$ cat config.mk
export PLATFORM = sky130hd
export DESIGN_NAME = regfile_wb_arbiter
export DESIGN_NICKNAME = d
export VERILOG_FILES = /design/src/rtl/wb_pkg.sv /design/src/rtl/wb_fifo.sv /design/src/rtl/regfile_wb_arbiter.sv
export SDC_FILE = /design/constraint.sdc
export NUM_CORES = 1
export LEC_CHECK = 0
export ABC_AREA = 1
export BUFFER_PORTS_ARGS = -buffer_cell sky130_fd_sc_hd__buf_2
export CAP_MARGIN = 20
export CELL_PAD_IN_SITES_DETAIL_PLACEMENT = 1
export CELL_PAD_IN_SITES_GLOBAL_PLACEMENT = 1
export CORE_MARGIN = 1
export CORE_UTILIZATION = 42
export DETAILED_ROUTE_END_ITERATION = 6
export PLACE_DENSITY = 0.8
export SLEW_MARGIN = 10
export SYNTH_ARGS = -nofsm -noshare
export SYNTH_HDL_FRONTEND = slang
export SYNTH_HIERARCHICAL = 1
export SYNTH_SLANG_ARGS = --single-unit
$ cat constraint.sdc
create_clock -name Clk -period 4.41 [get_ports Clk]
set_input_delay 0.2205 -clock Clk [delete_from_list [all_inputs] [get_ports Clk]]
set_output_delay 0.2205 -clock Clk [all_outputs]
set_load 0.03 [all_outputs]
$ cat src/rtl/wb_pkg.sv
// Shared types for the register-file write-back arbiter: the queued-write entry,
// the forward result and the youngest-match fold used by the rd CAM.
package wb_pkg;

    localparam int WB_AW = 5;
    localparam int WB_DW = 32;
    localparam logic [WB_AW-1:0] REG_ZERO = '0;

    typedef struct packed {
        logic             live;
        logic             kill;
        logic [WB_AW-1:0] rd;
        logic [WB_DW-1:0] data;
    } wb_entry_t;

    typedef struct packed {
        logic             hit;
        logic [WB_DW-1:0] data;
    } wb_fwd_t;

    // Fold step: callers walk entries oldest to youngest, so the last hit wins.
    function automatic wb_fwd_t youngest_match(wb_fwd_t older, wb_entry_t e, logic [WB_AW-1:0] rs);
        wb_fwd_t r;
        r = older;
        if (e.live && !e.kill && (rs != REG_ZERO) && (e.rd == rs)) begin
            r.hit  = 1'b1;
            r.data = e.data;
        end
        return r;
    endfunction

endpackage

$ cat src/rtl/wb_fifo.sv
// Circular buffer of pending ALU writes with kill-by-rd and a two-port rd CAM
// returning the youngest live value for each decode read address.
module wb_fifo
    import wb_pkg::*;
#(
    parameter int DEPTH = 4
) (
    input  logic                     clk_i,
    input  logic                     rst_ni,
    input  logic                     push_i,
    input  logic [WB_AW-1:0]         push_rd_i,
    input  logic [WB_DW-1:0]         push_data_i,
    input  logic                     pop_i,
    input  logic                     kill_i,
    input  logic [WB_AW-1:0]         kill_rd_i,
    input  logic [WB_AW-1:0]         rs1_i,
    input  logic [WB_AW-1:0]         rs2_i,
    output wb_entry_t                head_o,
    output logic [$clog2(DEPTH):0]   count_o,
    output wb_fwd_t                  fwd1_o,
    output wb_fwd_t                  fwd2_o
);

    localparam int PW = $clog2(DEPTH);

    wb_entry_t       mem_q [DEPTH];
    logic [PW-1:0]   wr_ptr_q;
    logic [PW-1:0]   rd_ptr_q;
    logic [PW:0]     count_q;

    // Kill is applied before the push so an entry written this edge is never killed.
    always_ff @(posedge clk_i or negedge rst_ni) begin
        if (!rst_ni) begin
            for (int i = 0; i < DEPTH; i++) mem_q[i] <= '0;
            wr_ptr_q <= '0;
            rd_ptr_q <= '0;
            count_q  <= '0;
        end else begin
            for (int i = 0; i < DEPTH; i++) begin
                if (kill_i && mem_q[i].live && (mem_q[i].rd == kill_rd_i)) mem_q[i].kill <= 1'b1;
            end
            if (pop_i) begin
                mem_q[rd_ptr_q].live <= 1'b0;
                rd_ptr_q             <= rd_ptr_q + 1'b1;
            end
            if (push_i) begin
                mem_q[wr_ptr_q] <= '{live: 1'b1, kill: 1'b0, rd: push_rd_i, data: push_data_i};
                wr_ptr_q        <= wr_ptr_q + 1'b1;
            end
            case ({push_i, pop_i})
                2'b10:   count_q <= count_q + 1'b1;
                2'b01:   count_q <= count_q - 1'b1;
                default: count_q <= count_q;
            endcase
        end
    end

    assign head_o  = mem_q[rd_ptr_q];
    assign count_o = count_q;

    always_comb begin
        logic [PW-1:0] idx;
        idx    = '0;
        fwd1_o = '0;
        fwd2_o = '0;
        for (int i = 0; i < DEPTH; i++) begin
            idx    = rd_ptr_q + i[PW-1:0];
            fwd1_o = youngest_match(fwd1_o, mem_q[idx], rs1_i);
            fwd2_o = youngest_match(fwd2_o, mem_q[idx], rs2_i);
        end
    end

endmodule

$ cat src/rtl/regfile_wb_arbiter.sv
// Write-back arbiter for the register file write port: loads first, then queued ALU
// results, then an ALU bypass. Define WB_FWD_EN to turn hazards into forwards.
module regfile_wb_arbiter
    import wb_pkg::*;
#(
    parameter int DEPTH = 4,
    parameter int AW    = WB_AW,
    parameter int DW    = WB_DW
) (
    input  logic                   Clk,
    input  logic                   Reset_n,
    input  logic                   AluValid,
    input  logic [AW-1:0]          AluRd,
    input  logic [DW-1:0]          AluData,
    output logic                   AluReady,
    input  logic                   MemValid,
    input  logic [AW-1:0]          MemRd,
    input  logic [DW-1:0]          MemData,
    input  logic [AW-1:0]          RS1,
    input  logic [AW-1:0]          RS2,
    output logic                   Hazard1,
    output logic                   Hazard2,
    output logic                   Fwd1Valid,
    output logic                   Fwd2Valid,
    output logic [DW-1:0]          Fwd1Data,
    output logic [DW-1:0]          Fwd2Data,
    output logic [AW-1:0]          RD,
    output logic [DW-1:0]          WData,
    output logic                   RegWr,
    output logic [$clog2(DEPTH):0] Occupancy
);

    localparam int CW = $clog2(DEPTH) + 1;
    localparam logic [CW-1:0] FULL = CW'(DEPTH);
`ifdef WB_FWD_EN
    localparam bit FWD_EN = 1'b1;
`else
    localparam bit FWD_EN = 1'b0;
`endif

    logic [AW-1:0] RD_q, RD_d;
    logic [DW-1:0] WData_q, WData_d;
    logic          RegWr_q, RegWr_d;

    wb_entry_t     fifo_head;
    wb_fwd_t       fifo_fwd1, fifo_fwd2;
    wb_entry_t     out_e;
    wb_fwd_t       m1, m2;
    logic [CW-1:0] occ;
    logic          mem_win, alu_acc, alu_wr, bypass, fifo_push, fifo_pop;

    // ALU handshake: a result transfers on an edge where AluValid && AluReady; the
    // producer holds AluRd/AluData stable until then. Loads have no handshake.
    assign AluReady  = Reset_n && (occ < FULL);
    assign mem_win   = MemValid && (MemRd != REG_ZERO);
    assign alu_acc   = AluValid && AluReady;
    assign alu_wr    = alu_acc && (AluRd != REG_ZERO);
    assign fifo_pop  = !mem_win && fifo_head.live;
    assign bypass    = !mem_win && !fifo_head.live && alu_wr;
    assign fifo_push = alu_wr && !bypass;

    wb_fifo #(.DEPTH(DEPTH)) u_fifo (
        .clk_i       (Clk),
        .rst_ni      (Reset_n),
        .push_i      (fifo_push),
        .push_rd_i   (AluRd),
        .push_data_i (AluData),
        .pop_i       (fifo_pop),
        .kill_i      (mem_win),
        .kill_rd_i   (MemRd),
        .rs1_i       (RS1),
        .rs2_i       (RS2),
        .head_o      (fifo_head),
        .count_o     (occ),
        .fwd1_o      (fifo_fwd1),
        .fwd2_o      (fifo_fwd2)
    );

    always_comb begin
        RD_d    = '0;
        WData_d = '0;
        RegWr_d = 1'b0;
        if (mem_win) begin
            RD_d    = MemRd;
            WData_d = MemData;
            RegWr_d = 1'b1;
        end else if (fifo_head.live) begin
            if (!fifo_head.kill) begin
                RD_d    = fifo_head.rd;
                WData_d = fifo_head.data;
                RegWr_d = 1'b1;
            end
        end else if (alu_wr) begin
            RD_d    = AluRd;
            WData_d = AluData;
            RegWr_d = 1'b1;
        end
    end

    always_ff @(posedge Clk or negedge Reset_n) begin
        if (!Reset_n) begin
            RD_q    <= '0;
            WData_q <= '0;
            RegWr_q <= 1'b0;
        end else begin
            RD_q    <= RD_d;
            WData_q <= WData_d;
            RegWr_q <= RegWr_d;
        end
    end

    // The output register is the oldest pending write; any FIFO hit is younger.
    assign out_e = '{live: RegWr_q, kill: 1'b0, rd: RD_q, data: WData_q};

    always_comb begin
        m1 = youngest_match('0, out_e, RS1);
        m2 = youngest_match('0, out_e, RS2);
        if (fifo_fwd1.hit) m1 = fifo_fwd1;
        if (fifo_fwd2.hit) m2 = fifo_fwd2;
    end

    assign Hazard1   = m1.hit && !FWD_EN;
    assign Hazard2   = m2.hit && !FWD_EN;
    assign Fwd1Valid = m1.hit && FWD_EN;
    assign Fwd2Valid = m2.hit && FWD_EN;
    assign Fwd1Data  = FWD_EN ? m1.data : '0;
    assign Fwd2Data  = FWD_EN ? m2.data : '0;

    assign RD        = RD_q;
    assign WData     = WData_q;
    assign RegWr     = RegWr_q;
    assign Occupancy = occ;

endmodule

==> results.yml, run 1 <==
yosys:
  synth_cells: 1613
  synth_area_per_cell_sq_um: 7.40
  synth_area_sq_mm: 0.0119
  yosys_warnings: 6
place:
  port-buffer-count: 131
  dp_hpwl_um: 24800
  dpl_worst_slack_ns: 1.17
  dpl_cell_area_sq_mm: 0.0125
  gp_congestion: 0.924
floorplan:
  die_w_um: 171
  initial_core_util_pct: 42.9
  die_area_sq_mm: 0.0291
  die-height_um: 171
  core_sq_mm: 0.0279
  pin_count: 198
  num_rows: 61
clock_network:
  clock_sinks: 201
  numCtsBuffers: 23
  cts_tree: "built"
  ctsResizeCount: 0
  clockBufferDepth: 3
  clkLatencyLatePin_ns: 0.53
  htreeDepth: 1
  clk_pin_slew_ns: 0.06
  cts_root_buffer: "clkbuf_16"
worst_setup_path:
  startpoint: "u_fifo/rd_ptr_q[0]"
  end_kind: "output port"
  timing.rr.start: "u_fifo/rd_ptr_q[0]"
  critical_path_arrival_ns: 3.47
  cp_max_fo: 32
  path_class: "flip-flop to output port"
  critPathLaunchType: "flip-flop"
  worstPathRequired_ns: 4.19
cells_and_area:
  multi_input_area_sq_mm: 0.00545
  fill_cells: 3575
  fin_nets: 1813
  drive_gt1_share_pct: 14.6
  design_area_sq_mm: 0.0135
  ff_latch_area_sq_mm: 0.00503
  area_growth_pct: 13.4
  diodes: 0
sta:
  slew_headroom_pct: 42.3
  period_needed_ns: 3.69
  hold-worst-slack_ns: 0.0189
  slew_viol_final: 0
  setup_violations: 0
  hold_viol_final: 0
  rsz0062_at_grt: "no"
  fin_worst_skew_ns: 0.0211
  finalWorstSetupSlack_ns: 0.720
  tightest_slew_ns: 0.866
  fmax_ghz: 0.271
  post-route-period-util_pct: 83.7
  fin_tns_setup_ns: 0
detailed_routing:
  first_pass_iters: 4
  drtAntennaViolNets: 0
  drc: 0
  num_vias: 10900
  vias_per_cell: 5.15
  first_iter_violations: 567
  wirelength_um: 37300
  wl_per_cell_um: 17.7
pwr:
  switchingPower_mw: 4.65
  share_comb_of_total_power_pct: 49.0
  seq_power_share_pct: 32.6
  ir_worst_vdd_v: 0.000329
  p_total_mw: 9.88
  p_leak_nw: 7.37
  power_density_mw_per_mm2: 730
  clkPwrFrac_pct: 18.4
  p_int_mw: 5.23
  switching_share_pct: 47.1
min_path:
  holdCritPathClass: "input pin to flip-flop"
  min-delay-start: "AluData[8]"
grt:
  grt_use_total_pct: 26.2
  grt_overflow: 0
  grt_first_pass_wirelength_um: 60000
  grt_start_max_net_pins: 156
  grt_pass1_vias: 11400
  antenna_found_initial: 0
status:
  status: "finished, final reports clean"
job:
  max_cap_viol_count: 0
-- sequential cells by signal, summed over array words and instances, names as in the netlist --
register,cells
u_fifo/mem_q,156
WData,32
RD,5
u_fifo/count_o,3
u_fifo/rd_ptr_q,2
u_fifo/wr_ptr_q,2
RegWr,1
-- worst paths after layout --
check,to,slack [ns],cells past startpoint
worst max-delay path,Hazard1,0.72,13
worst min-delay path,u_fifo/mem_q[8],0.02,3
worst max register to register,u_fifo/count_o[2],1.06,13
worst min register to register,u_fifo/mem_q[27],0.48,2
max in group asynchronous,u_fifo/rd_ptr_q[0],2.95,3
min in group asynchronous,WData[5],0.22,2
-- per-layer routing --
layer | global-route usage, % | routed length [um]
met3 | 3.26 | 1410
met2 | 45.4 | 18100
met4 | 8.93 | 1050
met5 | 0 | 0
met1 | 33.6 | 16700
-- layout make-up --
type	instances	share of cell area, %
Inverter	186	5.16
Multi-Input combinational cell	1119	40.3
Sequential cell	201	37.2
Tap cell	378	3.49
Timing Repair Buffer	184	8.64
Clock inverter	8	0.434
Clock buffer	34	4.85
-- stage by stage --
step	std cells	util (%)
4_1_cts	2110	48.6
5_1_grt	2110	48.6
3_5_place_dp	2035	44.9
6_report	2110	48.6
3_3_place_gp	2035	44.9
2_1_floorplan	1678	-
-- power groups by stage --
| stage | clock network [mW] | logic, mW | registers [mW] |
|---|---|---|---|
| after floorplan | 0 | 3.51 | 3.21 |
| after global placement | 0 | 4.59 | 3.19 |
| after detailed placement | 0 | 4.77 | 3.23 |
| after CTS | 1.85 | 4.84 | 3.21 |
| after global routing | 1.94 | 5.42 | 3.31 |
| final | 1.82 | 4.84 | 3.22 |
-- cells in the final DEF, fill, tap and decap left out, types with 7 or more instances in the layout --
cell and instances:
clkbuf_1 7, nand2_2 11, nand3_2 13, dfrtp_1 200, nand2_1 439, clkbuf_16 23
o21ai_1 12, nor2_1 67, or2_2 27, nand3_1 121, inv_1 180, a21oi_1 9
xor2_1 17, dlygate4sd3_1 33, nand4_1 42, nor2_2 7, or2_1 7, o21ai_0 215
buf_2 130, conb_1 66, buf_4 18, ha_1 9, mux2i_1 30
-- repair_timing --
item / CTS / global route
buffers inserted: 0 / 0
hold buffers: 33 / 0
setup endpoints to repair: 0 / 0
hold endpoints to repair: 78 / 0
-- worst max-delay path, cell delays in order (launching register included) --
cell	delay, ns
dfrtp_4	0.66
inv_2	0.13
ha_1	0.68
inv_2	0.24
nand3_1	0.14
nand2_1	0.11
xor2_1	0.16
nor2_1	0.12
nand2_1	0.07
nor2_2	0.08
clkinv_1	0.09
nand4_1	0.11
o21bai_1	0.13
buf_2	0.22
Power figures use the tool's default switching activity.
==> run 2: changes to the inputs <==
--- a/config.mk
+++ b/config.mk
@@ -11,9 +11,9 @@
 export CELL_PAD_IN_SITES_DETAIL_PLACEMENT = 1
 export CELL_PAD_IN_SITES_GLOBAL_PLACEMENT = 1
 export CORE_MARGIN = 1
-export CORE_UTILIZATION = 42
+export CORE_UTILIZATION = 38
 export DETAILED_ROUTE_END_ITERATION = 6
-export PLACE_DENSITY = 0.8
+export PLACE_DENSITY = 0.76
 export SLEW_MARGIN = 10
 export SYNTH_ARGS = -nofsm -noshare
 export SYNTH_HDL_FRONTEND = slang
==> constraint.sdc (replaced) <==
create_clock -name Clk -period 3 [get_ports Clk]
set_input_delay 0.15 -clock Clk [delete_from_list [all_inputs] [get_ports Clk]]
set_output_delay 0.15 -clock Clk [all_outputs]
set_load 0.03 [all_outputs]
==> run 2 against run 1 <==
  * The flow now finishes with violations (DRC)
  * Clock power rose by 54%
  * Cell count rose by 3.9%
  * Register-to-register slack got worse by 0.88 ns
  * Total power rose by 53%
  * Global-route usage fell by 0.63 points
  * First-iteration DRC count rose by 40%
  * Routed wire length rose by 7.6%
  * Critical endpoint unchanged
  * Largest cell class unchanged
  * Largest power group unchanged
==> results.yml, run 2 (synthesis results as in run 1) <==
detailed_routing:
  drtAntennaViolNets: 0
  wirelength_um: 40100
  wl_per_cell_um: 18.3
  vias_per_cell: 5.10
  num_vias: 11200
  first_iter_violations: 791
  drc: 24
  first_pass_iters: 7
worst_setup_path:
  critPathLaunchType: "flip-flop"
  path_class: "flip-flop to output port"
  cp_max_fo: 18
  end_kind: "output port"
  critical_path_arrival_ns: 2.70
  worstPathRequired_ns: 2.85
  rrSetupSlack_ns: 0.18
floorplan:
  pin_count: 198
  die_w_um: 179
  core_sq_mm: 0.0307
  die_area_sq_mm: 0.0321
  die-height_um: 179
  initial_core_util_pct: 38.8
  num_rows: 64
sta:
  hold_viol_final: 0
  slew_headroom_pct: 35.6
  setup_violations: 0
  fmax_ghz: 0.350
  tightest_slew_ns: 0.966
  post-route-period-util_pct: 95.1
  slew_viol_final: 0
  fin_worst_skew_ns: 0.0129
  hold-worst-slack_ns: 0.00554
  fin_tns_setup_ns: 0
  period_needed_ns: 2.85
  rsz0062_at_grt: "yes"
cells_and_area:
  fin_nets: 1878
  final_cell_mix: "nand2_1 (439), o21ai_0 (215), dfrtp_1 (200), inv_1 (180), buf_2 (129)"
  regMostFlops: "u_fifo/mem_q"
  stdcell_count: 2192
  area_growth_pct: 19.8
  drive_gt1_share_pct: 14.4
  final_common_cell: "nand2_1"
  diodes: 0
  largest_register_ffs: 156
clock_network:
  cts_tree: "built"
  clk_pin_slew_ns: 0.06
  cts_root_buffer: "clkbuf_16"
  clkLatencyLatePin_ns: 0.52
  clock_sinks: 201
  htreeDepth: 1
  clockBufferDepth: 3
  post-cts-setup-buffers: 0
  numCtsBuffers: 24
place:
  dp.cells: 2057
  port-buffer-count: 131
  gp_congestion: 0.891
  dp_hpwl_um: 25100
grt:
  antenna_found_initial: 0
  grt_overflow: 0
  grt_first_pass_wirelength_um: 63500
  grt_start_max_net_pins: 149
  grt_pass1_vias: 11600
  grt_use_total_pct: 25.6
pwr:
  power_density_mw_per_mm2: 1050
  ir_worst_vdd_v: 0.000401
  p_leak_nw: 7.72
status:
  status: "finished, violations left"
  violations: "DRC"
job:
  max_cap_viol_count: 0
min_path:
  holdCritPathClass: "input pin to flip-flop"
==> run 2: cell count changes in the layout (fill, tap and decap cells not counted), sizes merged <==
| cell | change |
|---|---|
| clkbuf | +3 |
| clkinv | -2 |
| buf | +3 |
| dlygate4sd3 | +60 |
==> run 2: area by class of cell <==
type                       instances  area [sq um]
clock inverter                     6          37.5
inverter                         186           708
clock buffer                      36           707
multi-input combinational       1119          5470
timing repair buffer             248          1860
sequential                       201          5030
fill                            3844         16400
tap                              396           495
==> run 2: what timing repair did <==
| action | CTS | global route |
|---|---|---|
| endpoints found under the setup margin | 2 | 26 |
| cloned | 0 | 0 |
| hold buffers | 93 | 0 |
| endpoints found under the hold margin | 207 | 0 |
| gates resized for setup | 2 | 8 |
==> run 2: layer usage <==
layer / up-vias / global-route usage [%] / wire (um)
li1: 5302 / - / -
met1: 5481 / 32.0 / 17400
met2: 292 / 43.9 / 19400
met3: 94 / 3.37 / 1670
met4: 0 / 11.1 / 1670
met5: - / 0 / 0
==> run 2: per-stage QoR <==
| step | area [sq um] | utilization (%) | power (mW) | worst slack, ns |
|---|---|---|---|---|
| floorplan | 12200 | - | 9.89 | 0.0366 |
| global placement | 12600 | 41.0 | 11.6 | 0.467 |
| detailed placement | 12600 | 41.0 | 11.9 | 0.433 |
| CTS | 14300 | 46.4 | 15.0 | 0.00712 |
| global route | 14300 | 46.5 | 16.3 | -0.0103 |
| finish | 14300 | 46.5 | 15.1 | 0.146 |
==> run 2: where the power goes <==
part	total, mW	leakage, nW	internal [mW]	switching [mW]
clock	2.81	0.369	1.62	1.19
sequential	4.67	2.55	3.86	0.815
combinational	7.61	4.80	2.61	5.00
==> run 2: critical path, stage by stage, from the launching register on <==
cell	delay (ns)
dfrtp_4	0.50
inv_6	0.15
ha_4	0.26
buf_4	0.18
nand3_1	0.08
nand2_1	0.13
nand2_1	0.09
o21ai_1	0.07
nor2_1	0.09
nand2_1	0.07
nor2_2	0.09
clkinv_1	0.07
nand4_1	0.07
o21bai_1	0.11
clkbuf_4	0.21
==> run 2: worst paths after layout <==
| check | from | end | cells past startpoint |
|---|---|---|---|
| worst max register to register | u_fifo/rd_ptr_q[0] | WData[7] | 9 |
| worst min-delay path | AluRd[4] | u_fifo/mem_q[153] | 3 |
| max in group asynchronous | Reset_n | u_fifo/mem_q[125] | 4 |
| min in group asynchronous | Reset_n | WData[29] | 3 |
| worst max-delay path | u_fifo/rd_ptr_q[0] | Hazard1 | 14 |
| worst min register to register | u_fifo/mem_q[90] | u_fifo/mem_q[90] | 2 |
